[src/rtl/serial_add_pkg.sv]
// Shared definitions for the bit-serial adder controller: FSM state encoding
// and the default operand width.
package serial_add_pkg;

    localparam int SA_WIDTH = 8;

    typedef enum logic [1:0] {
        ST_IDLE = 2'd0,
        ST_RUN  = 2'd1,
        ST_DONE = 2'd2
    } state_t;

endpackage

[src/rtl/serial_adder_ctrl_if.sv]
// Operand-request and result handshakes of the serial adder controller.
// The master side issues operands and consumes results; the slave side is the controller.
interface serial_adder_ctrl_if
    import serial_add_pkg::*;
#(
    parameter int WIDTH = SA_WIDTH
);

    logic             start_valid;
    logic             start_ready;
    logic [WIDTH-1:0] op_a;
    logic [WIDTH-1:0] op_b;
    logic             cin_in;
    logic             res_valid;
    logic             res_ready;
    logic [WIDTH-1:0] res_sum;
    logic             res_cout;
    logic             busy;

    modport master (
        output start_valid, op_a, op_b, cin_in, res_ready,
        input  start_ready, res_valid, res_sum, res_cout, busy
    );

    modport slave (
        input  start_valid, op_a, op_b, cin_in, res_ready,
        output start_ready, res_valid, res_sum, res_cout, busy
    );

endinterface

[src/rtl/full_adder.sv]
// Single-bit full adder cell, the only arithmetic element of the serial adder.
module full_adder (
    input  logic a,
    input  logic b,
    input  logic cin,
    output logic full_sum,
    output logic full_carry
);

    assign full_sum   = a ^ b ^ cin;
    assign full_carry = (a & b) | (cin & (a ^ b));

endmodule

[src/rtl/serial_adder_ctrl.sv]
// Bit-serial adder controller: one full_adder cell sequenced LSB first, one bit
// per clock, between an operand handshake and a result handshake.
module serial_adder_ctrl
    import serial_add_pkg::*;
#(
    parameter int WIDTH = SA_WIDTH
) (
    input  logic                  clk,
    input  logic                  rst,
    serial_adder_ctrl_if.slave    bus
);

    localparam int CNT_W = (WIDTH > 1) ? $clog2(WIDTH) : 1;
    localparam logic [CNT_W-1:0] LAST_BIT = CNT_W'(WIDTH - 1);

    state_t           state;
    state_t           state_next;
    logic [WIDTH-1:0] shift_a;
    logic [WIDTH-1:0] shift_b;
    logic [WIDTH-1:0] sum_sr;
    logic [CNT_W-1:0] cnt;
    logic             carry;
    logic             full_sum;
    logic             full_carry;
    logic             accept;

    assign accept = (state == ST_IDLE) && bus.start_valid;

    full_adder u_fa (
        .a          (shift_a[0]),
        .b          (shift_b[0]),
        .cin        (carry),
        .full_sum   (full_sum),
        .full_carry (full_carry)
    );

    // Datapath and state register; the counter stops at the last bit so it never wraps.
    always_ff @(posedge clk or posedge rst) begin
        if (rst) begin
            state   <= ST_IDLE;
            shift_a <= '0;
            shift_b <= '0;
            sum_sr  <= '0;
            cnt     <= '0;
            carry   <= 1'b0;
        end else begin
            state <= state_next;
            if (accept) begin
                shift_a <= bus.op_a;
                shift_b <= bus.op_b;
                carry   <= bus.cin_in;
                cnt     <= '0;
            end else if (state == ST_RUN) begin
                shift_a <= shift_a >> 1;
                shift_b <= shift_b >> 1;
                sum_sr  <= {full_sum, sum_sr[WIDTH-1:1]};
                carry   <= full_carry;
                if (cnt != LAST_BIT) begin
                    cnt <= cnt + CNT_W'(1);
                end
            end
        end
    end

    // Next-state decode; an unused encoding falls back to IDLE.
    always_comb begin
        state_next = state;
        case (state)
            ST_IDLE: if (accept) state_next = ST_RUN;
            ST_RUN:  if (cnt == LAST_BIT) state_next = ST_DONE;
            ST_DONE: if (bus.res_ready) state_next = ST_IDLE;
            default: state_next = ST_IDLE;
        endcase
    end

    assign bus.start_ready = (state == ST_IDLE);
    assign bus.res_valid   = (state == ST_DONE);
    assign bus.busy        = (state == ST_RUN) || (state == ST_DONE);
    assign bus.res_sum     = sum_sr;
    assign bus.res_cout    = carry;

endmodule

[src/flat_wrapper.sv]
// flat-port wrapper written by rule: the top's interface ports become plain ports
module serial_adder_ctrl_flat import serial_add_pkg::*;
#(
    parameter int WIDTH = SA_WIDTH
)
  (clk, rst, bus_start_valid, bus_op_a, bus_op_b, bus_cin_in, bus_res_ready, bus_start_ready, bus_res_valid, bus_res_sum, bus_res_cout, bus_busy);
  serial_adder_ctrl_if #(.WIDTH(WIDTH)) bus_i ();
  input  logic clk;
  input  logic rst;
  input wire logic [$bits(bus_i.start_valid)-1:0] bus_start_valid;
  input wire logic [$bits(bus_i.op_a)-1:0] bus_op_a;
  input wire logic [$bits(bus_i.op_b)-1:0] bus_op_b;
  input wire logic [$bits(bus_i.cin_in)-1:0] bus_cin_in;
  input wire logic [$bits(bus_i.res_ready)-1:0] bus_res_ready;
  output wire logic [$bits(bus_i.start_ready)-1:0] bus_start_ready;
  output wire logic [$bits(bus_i.res_valid)-1:0] bus_res_valid;
  output wire logic [$bits(bus_i.res_sum)-1:0] bus_res_sum;
  output wire logic [$bits(bus_i.res_cout)-1:0] bus_res_cout;
  output wire logic [$bits(bus_i.busy)-1:0] bus_busy;
  assign bus_i.start_valid = bus_start_valid;
  assign bus_i.op_a = bus_op_a;
  assign bus_i.op_b = bus_op_b;
  assign bus_i.cin_in = bus_cin_in;
  assign bus_i.res_ready = bus_res_ready;
  assign bus_start_ready = bus_i.start_ready;
  assign bus_res_valid = bus_i.res_valid;
  assign bus_res_sum = bus_i.res_sum;
  assign bus_res_cout = bus_i.res_cout;
  assign bus_busy = bus_i.busy;
  serial_adder_ctrl #(.WIDTH(WIDTH)) u_core (.clk(clk), .rst(rst), .bus(bus_i));
endmodule
[config.mk]
export PLATFORM = sky130hd
export DESIGN_NAME = serial_adder_ctrl_flat
export DESIGN_NICKNAME = d
export VERILOG_FILES = /design/src/rtl/serial_add_pkg.sv /design/src/rtl/serial_adder_ctrl_if.sv /design/src/rtl/full_adder.sv /design/src/rtl/serial_adder_ctrl.sv /design/src/flat_wrapper.sv
export SDC_FILE = /design/constraint.sdc
export NUM_CORES = 1
export LEC_CHECK = 0
export CELL_PAD_IN_SITES_DETAIL_PLACEMENT = 1
export CELL_PAD_IN_SITES_GLOBAL_PLACEMENT = 1
export CORE_MARGIN = 4
export CORE_UTILIZATION = 43
export CTS_BUF_LIST = sky130_fd_sc_hd__clkbuf_2 sky130_fd_sc_hd__clkbuf_4 sky130_fd_sc_hd__clkbuf_8
export DETAILED_ROUTE_END_ITERATION = 10
export PLACE_DENSITY = 0.93
export SLEW_MARGIN = 20
export SYNTH_ARGS = -nofsm -noshare
export SYNTH_HDL_FRONTEND = slang
export SYNTH_SLANG_ARGS = --single-unit
[constraint.sdc]
create_clock -name clk -period 2.88 [get_ports clk]
set_input_delay 0.432 -clock clk [delete_from_list [all_inputs] [get_ports clk]]
set_output_delay 0.432 -clock clk [all_outputs]
set_load 0.03 [all_outputs]
==> results.cfg, run 1 <==
[status]
status = completed

[die]
io_pins = 33
rows = 20
initial_core_util_pct = 45.9
coreArea_sq_mm = 0.00310
die-area_sq_mm = 0.00430
dieHeight_um = 65.5
die_x_um = 65.5

[detailed_routing]
drcViolationCount = 0
vias = 1031
routed_wl_mm = 3.28
dr.pass1.iters = 5
via_per_inst = 5.13
ant_nets = 0
wire_per_inst_um = 16.3
drt_iter0_drc = 53

[power_and_ir_drop]
p_leak_nw = 0.794
p_int_mw = 1.19
total_power_mw = 2.04
p_per_area_mw_per_mm2 = 1120
combinationalPowerShare_pct = 52.5
power_frac_clock_pct = 11.2
p_sw_share_pct = 41.8
p_switching_uw = 854
ir_worst_vdd_uv = 416
seqPwrFrac_pct = 36.3

[synthesis]
seq_area_frac_synth_pct = 52.7
yosysWarnings = 0
synth.distinct_cells = 26
syn_nets = 149
synthCells = 121
synth_area_per_cell_sq_um = 11.8
synth-seq-cells = 30
syn_area_sq_mm = 0.00142

[finish]
layout-drive-gt1-share_pct = 13.4
final_common_cell = clkdlybuf4s50_1
fin_nets = 185
final_cells = 201
seqCellArea_sq_um = 751
area_growth_pct = 27.8
multi_input_area_sq_um = 601
final_cell_mix = clkdlybuf4s50_1 (32), dfrtp_1 (30), nand2_1 (19)
fillerInstances = 366
n_antenna_cell = 0

[placement]
port_buffers = 32
gp_congestion = 0.704
dp_cells = 194
pre_cts_ws_ns = 0.611
dp.final_hpwl_mm = 2.46

[timing]
period_share_pct = 77.0
hold_violations = 0
tns_ns = 0
tightest_slew_ns = 0.564
max_freq_ghz = 0.451
setup_viol = 0
slew_viol_final = 0
finalCriticalPeriod_ns = 2.22
rsz0062_at_grt = false
relSlewSlack_pct = 62.4
skew_ns = 0.00850
layout_setup_ws_ns = 0.661

[critical_path]
arrival_ns = 1.79
critical_path_required_ns = 2.45
critPathMaxFanout = 4
start_kind = register
worstSetupPathType = register to primary output
crit_path_end_kind = primary output

[clock_tree]
numCtsBuffers = 5
htree_num_levels = 2
cts_tree = done
path_clk_slew_ns = 0.09
clock-root-buffer = clkbuf_4
clk_latency_ns = 0.33
cts_buffer_depth = 2
clock-sinks = 30
postCtsSetupRepairBufs = 0
cts_resized = 0
cts_hold_repair.buffers = 0

[run]
cap_viol_max_count = 0

[grt]
grt_pass1_vias = 1131
grt_usage_pct = 17.6
grt_pass1_wl_mm = 5.55
overflow = 0
grt_max_degree = 31
antenna_found_initial = 0

[min_path]
hold_class = input port to asynchronous set/reset pin
## cell families after synthesis
| group | after synthesis | share of synthesized area, % |
|---|---|---|
| compound gates | 25 | 11.0 |
| flops | 30 | 52.7 |
| mux | 25 | 18.5 |
| buf+inv | 12 | 5.10 |
| simple gates | 22 | 6.06 |
| fa+ha+maj | 7 | 6.68 |
## stage by stage
step	cell area (sq um)	util, %	hold WS (ns)
after floorplan	1420	-	0.449
after global routing	1820	58.6	0.476
after global placement	1770	57.1	0.463
after detailed placement	1770	57.1	0.469
after CTS	1820	58.6	0.457
final	1820	58.6	0.470
## registers in the layout, indices dropped and copies added (netlist names)
register             flops
u_core.bus.res_cout      1
u_core.state             2
u_core.shift_a           8
u_core.bus.res_sum       8
u_core.shift_b           8
u_core.cnt               3
## routing by layer
metal	GRT usage, %	share of wire [%]	up-vias	wire length, um
met5	0	0	-	0
met4	6.22	1.4	0	45
met3	5.64	5.6	4	183
met2	30.8	52	34	1700
met1	20.0	41	503	1350
li1	-	-	490	-
## synthesized netlist by cell type
cell type / number / area [sq um]
dfrtp_1: 30 / 751
nand2_1: 19 / 71.3
mux2i_1: 15 / 150
mux2_2: 9 / 101
o21ai_0: 8 / 40.0
o21ai_1: 8 / 40.0
ha_1: 6 / 75.1
inv_1: 6 / 22.5
a22o_1: 2 / 17.5
buf_2: 2 / 10.0
a21oi_1: 1 / 5.00
a21oi_2: 1 / 8.76
a221o_2: 1 / 11.3
a221oi_1: 1 / 8.76
a222oi_1: 1 / 10.0
and2_1: 1 / 6.26
buf_12: 1 / 20.0
buf_6: 1 / 11.3
clkbuf_1: 1 / 3.75
clkbuf_2: 1 / 5.00
fa_1: 1 / 20.0
mux2_1: 1 / 11.3
nor2_1: 1 / 3.75
nor3_1: 1 / 5.00
o21a_1: 1 / 7.51
o21bai_1: 1 / 7.51
## worst max-delay path: stages, from the launching register on
cell and delay (ns):
dfrtp_1 0.40, inv_1 0.11, ha_1 0.24, clkdlybuf4s50_1 0.70
## path summary, 6_finish.rpt
| kind | cells after the start | startpoint | endpoint | slack, ns |
|---|---|---|---|---|
| min in group clk | 2 | u_core.shift_b[7] | u_core.shift_b[7] | 0.48 |
| min | 3 | rst | u_core.shift_a[3] | 0.47 |
| max in group asynchronous | 3 | rst | u_core.shift_b[4] | 2.12 |
| max reg2reg | 6 | u_core.state[1] | u_core.shift_a[6] | 0.88 |
| max | 3 | u_core.state[0] | bus_res_valid | 0.66 |
| min reg2reg | 2 | u_core.shift_b[7] | u_core.shift_b[7] | 0.48 |
## area by class of cell
type / count / area share [%]
tap: 44 / 3.03
clock inverter: 2 / 0.550
sequential: 30 / 41.3
clock buffer: 5 / 2.06
inverter: 6 / 1.24
multi-input combinational: 79 / 33.0
timing repair buffer: 35 / 18.8
## power groups by stage
stage,Sequential (mW),Clock [mW],Combinational (mW)
global placement,0.726,0,1.00
global route,0.770,0.265,1.17
finish,0.742,0.229,1.07
floorplan,0.844,0,0.641
detailed placement,0.750,0,1.08
CTS,0.743,0.247,1.09
No activity file was read; power rests on OpenSTA's default activity.
==> run 2, diff against run 1 <==
--- a/config.mk
+++ b/config.mk
@@ -8,10 +8,10 @@
 export CELL_PAD_IN_SITES_DETAIL_PLACEMENT = 1
 export CELL_PAD_IN_SITES_GLOBAL_PLACEMENT = 1
 export CORE_MARGIN = 4
-export CORE_UTILIZATION = 43
+export CORE_UTILIZATION = 40
 export CTS_BUF_LIST = sky130_fd_sc_hd__clkbuf_2 sky130_fd_sc_hd__clkbuf_4 sky130_fd_sc_hd__clkbuf_8
 export DETAILED_ROUTE_END_ITERATION = 10
-export PLACE_DENSITY = 0.93
+export PLACE_DENSITY = 0.88
 export SLEW_MARGIN = 20
 export SYNTH_ARGS = -nofsm -noshare
 export SYNTH_HDL_FRONTEND = slang
==> constraint.sdc (replaced) <==
create_clock -name clk -period 2.12 [get_ports clk]
set_input_delay 0.318 -clock clk [delete_from_list [all_inputs] [get_ports clk]]
set_output_delay 0.318 -clock clk [all_outputs]
set_load 0.03 [all_outputs]
==> results.cfg, run 2 (synthesis results as in run 1) <==
[die]
die_x_um = 67.7
coreArea_sq_mm = 0.00339
dieHeight_um = 67.7
rows = 21
initial_core_util_pct = 42.0
io_pins = 33
die-area_sq_mm = 0.00458

[finish]
final_cells = 205
final_cell_mix = dfrtp_1 (30), clkdlybuf4s50_1 (29), nand2_1 (19)
area_growth_pct = 29.9
fin_nets = 186
n_antenna_cell = 0
final_util_pct = 54.6
final_common_cell = dfrtp_1
layout-drive-gt1-share_pct = 14.5

[grt]
grt_pass1_wl_mm = 5.18
grt_max_degree = 31
grt_pass1_vias = 1118
overflow = 0
grt_usage_pct = 15.6
antenna_found_initial = 0

[power_and_ir_drop]
ir_worst_vdd_uv = 521
total_power_mw = 2.79
p_leak_nw = 0.830
p_per_area_mw_per_mm2 = 1510

[critical_path]
timing.reg2reg.setup_slack_ns = 0.44
start_kind = register
crit_path_start = u_core.state[0]
arrival_ns = 1.51
rr_endpoint = u_core.cnt[0]
critPathMaxFanout = 4
crit_path_end_kind = primary output
critical_path_required_ns = 1.80
rr_worst_depth = 6
worstSetupPathType = register to primary output
r2r-start = u_core.state[0]

[detailed_routing]
vias = 1043
drcViolationCount = 0
drt_iter0_drc = 29
ant_nets = 0
routed_wl_mm = 3.03
via_per_inst = 5.09
dr.pass1.iters = 4
wire_per_inst_um = 14.8

[timing]
tns_ns = 0
skew_ns = 0.00711
setup_viol = 0
hold_violations = 0
layout_setup_ws_ns = 0.290
max_freq_ghz = 0.546
slew_viol_final = 0
rsz0062_at_grt = false
relSlewSlack_pct = 75.0
period_share_pct = 86.3
finalCriticalPeriod_ns = 1.83
tightest_slew_ns = 0.374

[clock_tree]
path_clk_slew_ns = 0.09
numCtsBuffers = 5
clock-root-buffer = clkbuf_4
clk_latency_ns = 0.33
cts_tree = done
cts_buffer_depth = 2
postCtsSetupRepairBufs = 0
clock-sinks = 30
htree_num_levels = 2

[min_path]
hold_class = input port to asynchronous set/reset pin

[placement]
port_buffers = 32
dp.final_hpwl_mm = 2.33
pre_cts_ws_ns = 0.288
gp_congestion = 0.763
dp_cells = 197

[run]
cap_viol_max_count = 0

[status]
status = completed
run 2: cell types whose count changed in the layout (fill, tap and decap cells not counted):
cell	previous run	this run
clkdlybuf4s50_1	32	29
dlymetal6s2s_1	0	2
buf_4	3	4
clkbuf_4	5	6
clkbuf_8	0	1
clkinv_2	2	1
dlygate4sd2_1	0	1
run 2: worst max path at each step:
| stage | endpoint | slack, ns | cells past startpoint |
|---|---|---|---|
| after global placement | u_core.cnt[0] | 0.34 | 5 |
| final | bus_res_valid | 0.29 | 3 |
| after detailed placement | u_core.cnt[0] | 0.29 | 5 |
| after global routing | bus_res_valid | 0.21 | 3 |
| after floorplan | u_core.shift_a[3] | 0.49 | 7 |
| after CTS | bus_start_ready | 0.03 | 3 |
run 2: worst max-delay path, cell delays in order, from the launching register on:
cell and delay (ns):
dfrtp_1 0.40, inv_1 0.11, ha_1 0.22, dlygate4sd2_1 0.44
run 2: per-layer routing:
layer  up-vias  track usage [%]  wire [um]
li1        497                -          -
met1       512             17.7       1220
met2        26             26.9       1600
met3         8             4.49        141
met4         0             6.84         64
met5         -                0          0
run 2: final cells by class:
class,count,area [sq um]
Fill cell,358,1540
Sequential cell,30,751
Multi-Input combinational cell,79,601
Timing Repair Buffer,36,354
Clock buffer,7,58.8
Tap cell,46,57.6
Inverter,6,22.5
Clock inverter,1,5.00
run 2: per-stage QoR:
stage	cell area, sq um	hold slack (ns)
detailed placement	1780	0.478
CTS	1840	0.355
global placement	1780	0.461
global route	1850	0.380
finish	1850	0.353
floorplan	1420	0.409
run 2: report_power, final:
group,internal [mW],switching [mW],total (mW)
logic,0.662,0.764,1.43
clock network,0.173,0.190,0.363
registers,0.837,0.164,1.00
run 2: timing repair:
| action | CTS | global route |
|---|---|---|
| pin swaps | 0 | 0 |
| resized for setup | 1 | 2 |
| setup endpoints to repair | 1 | 2 |
| hold buffers | 0 | 0 |
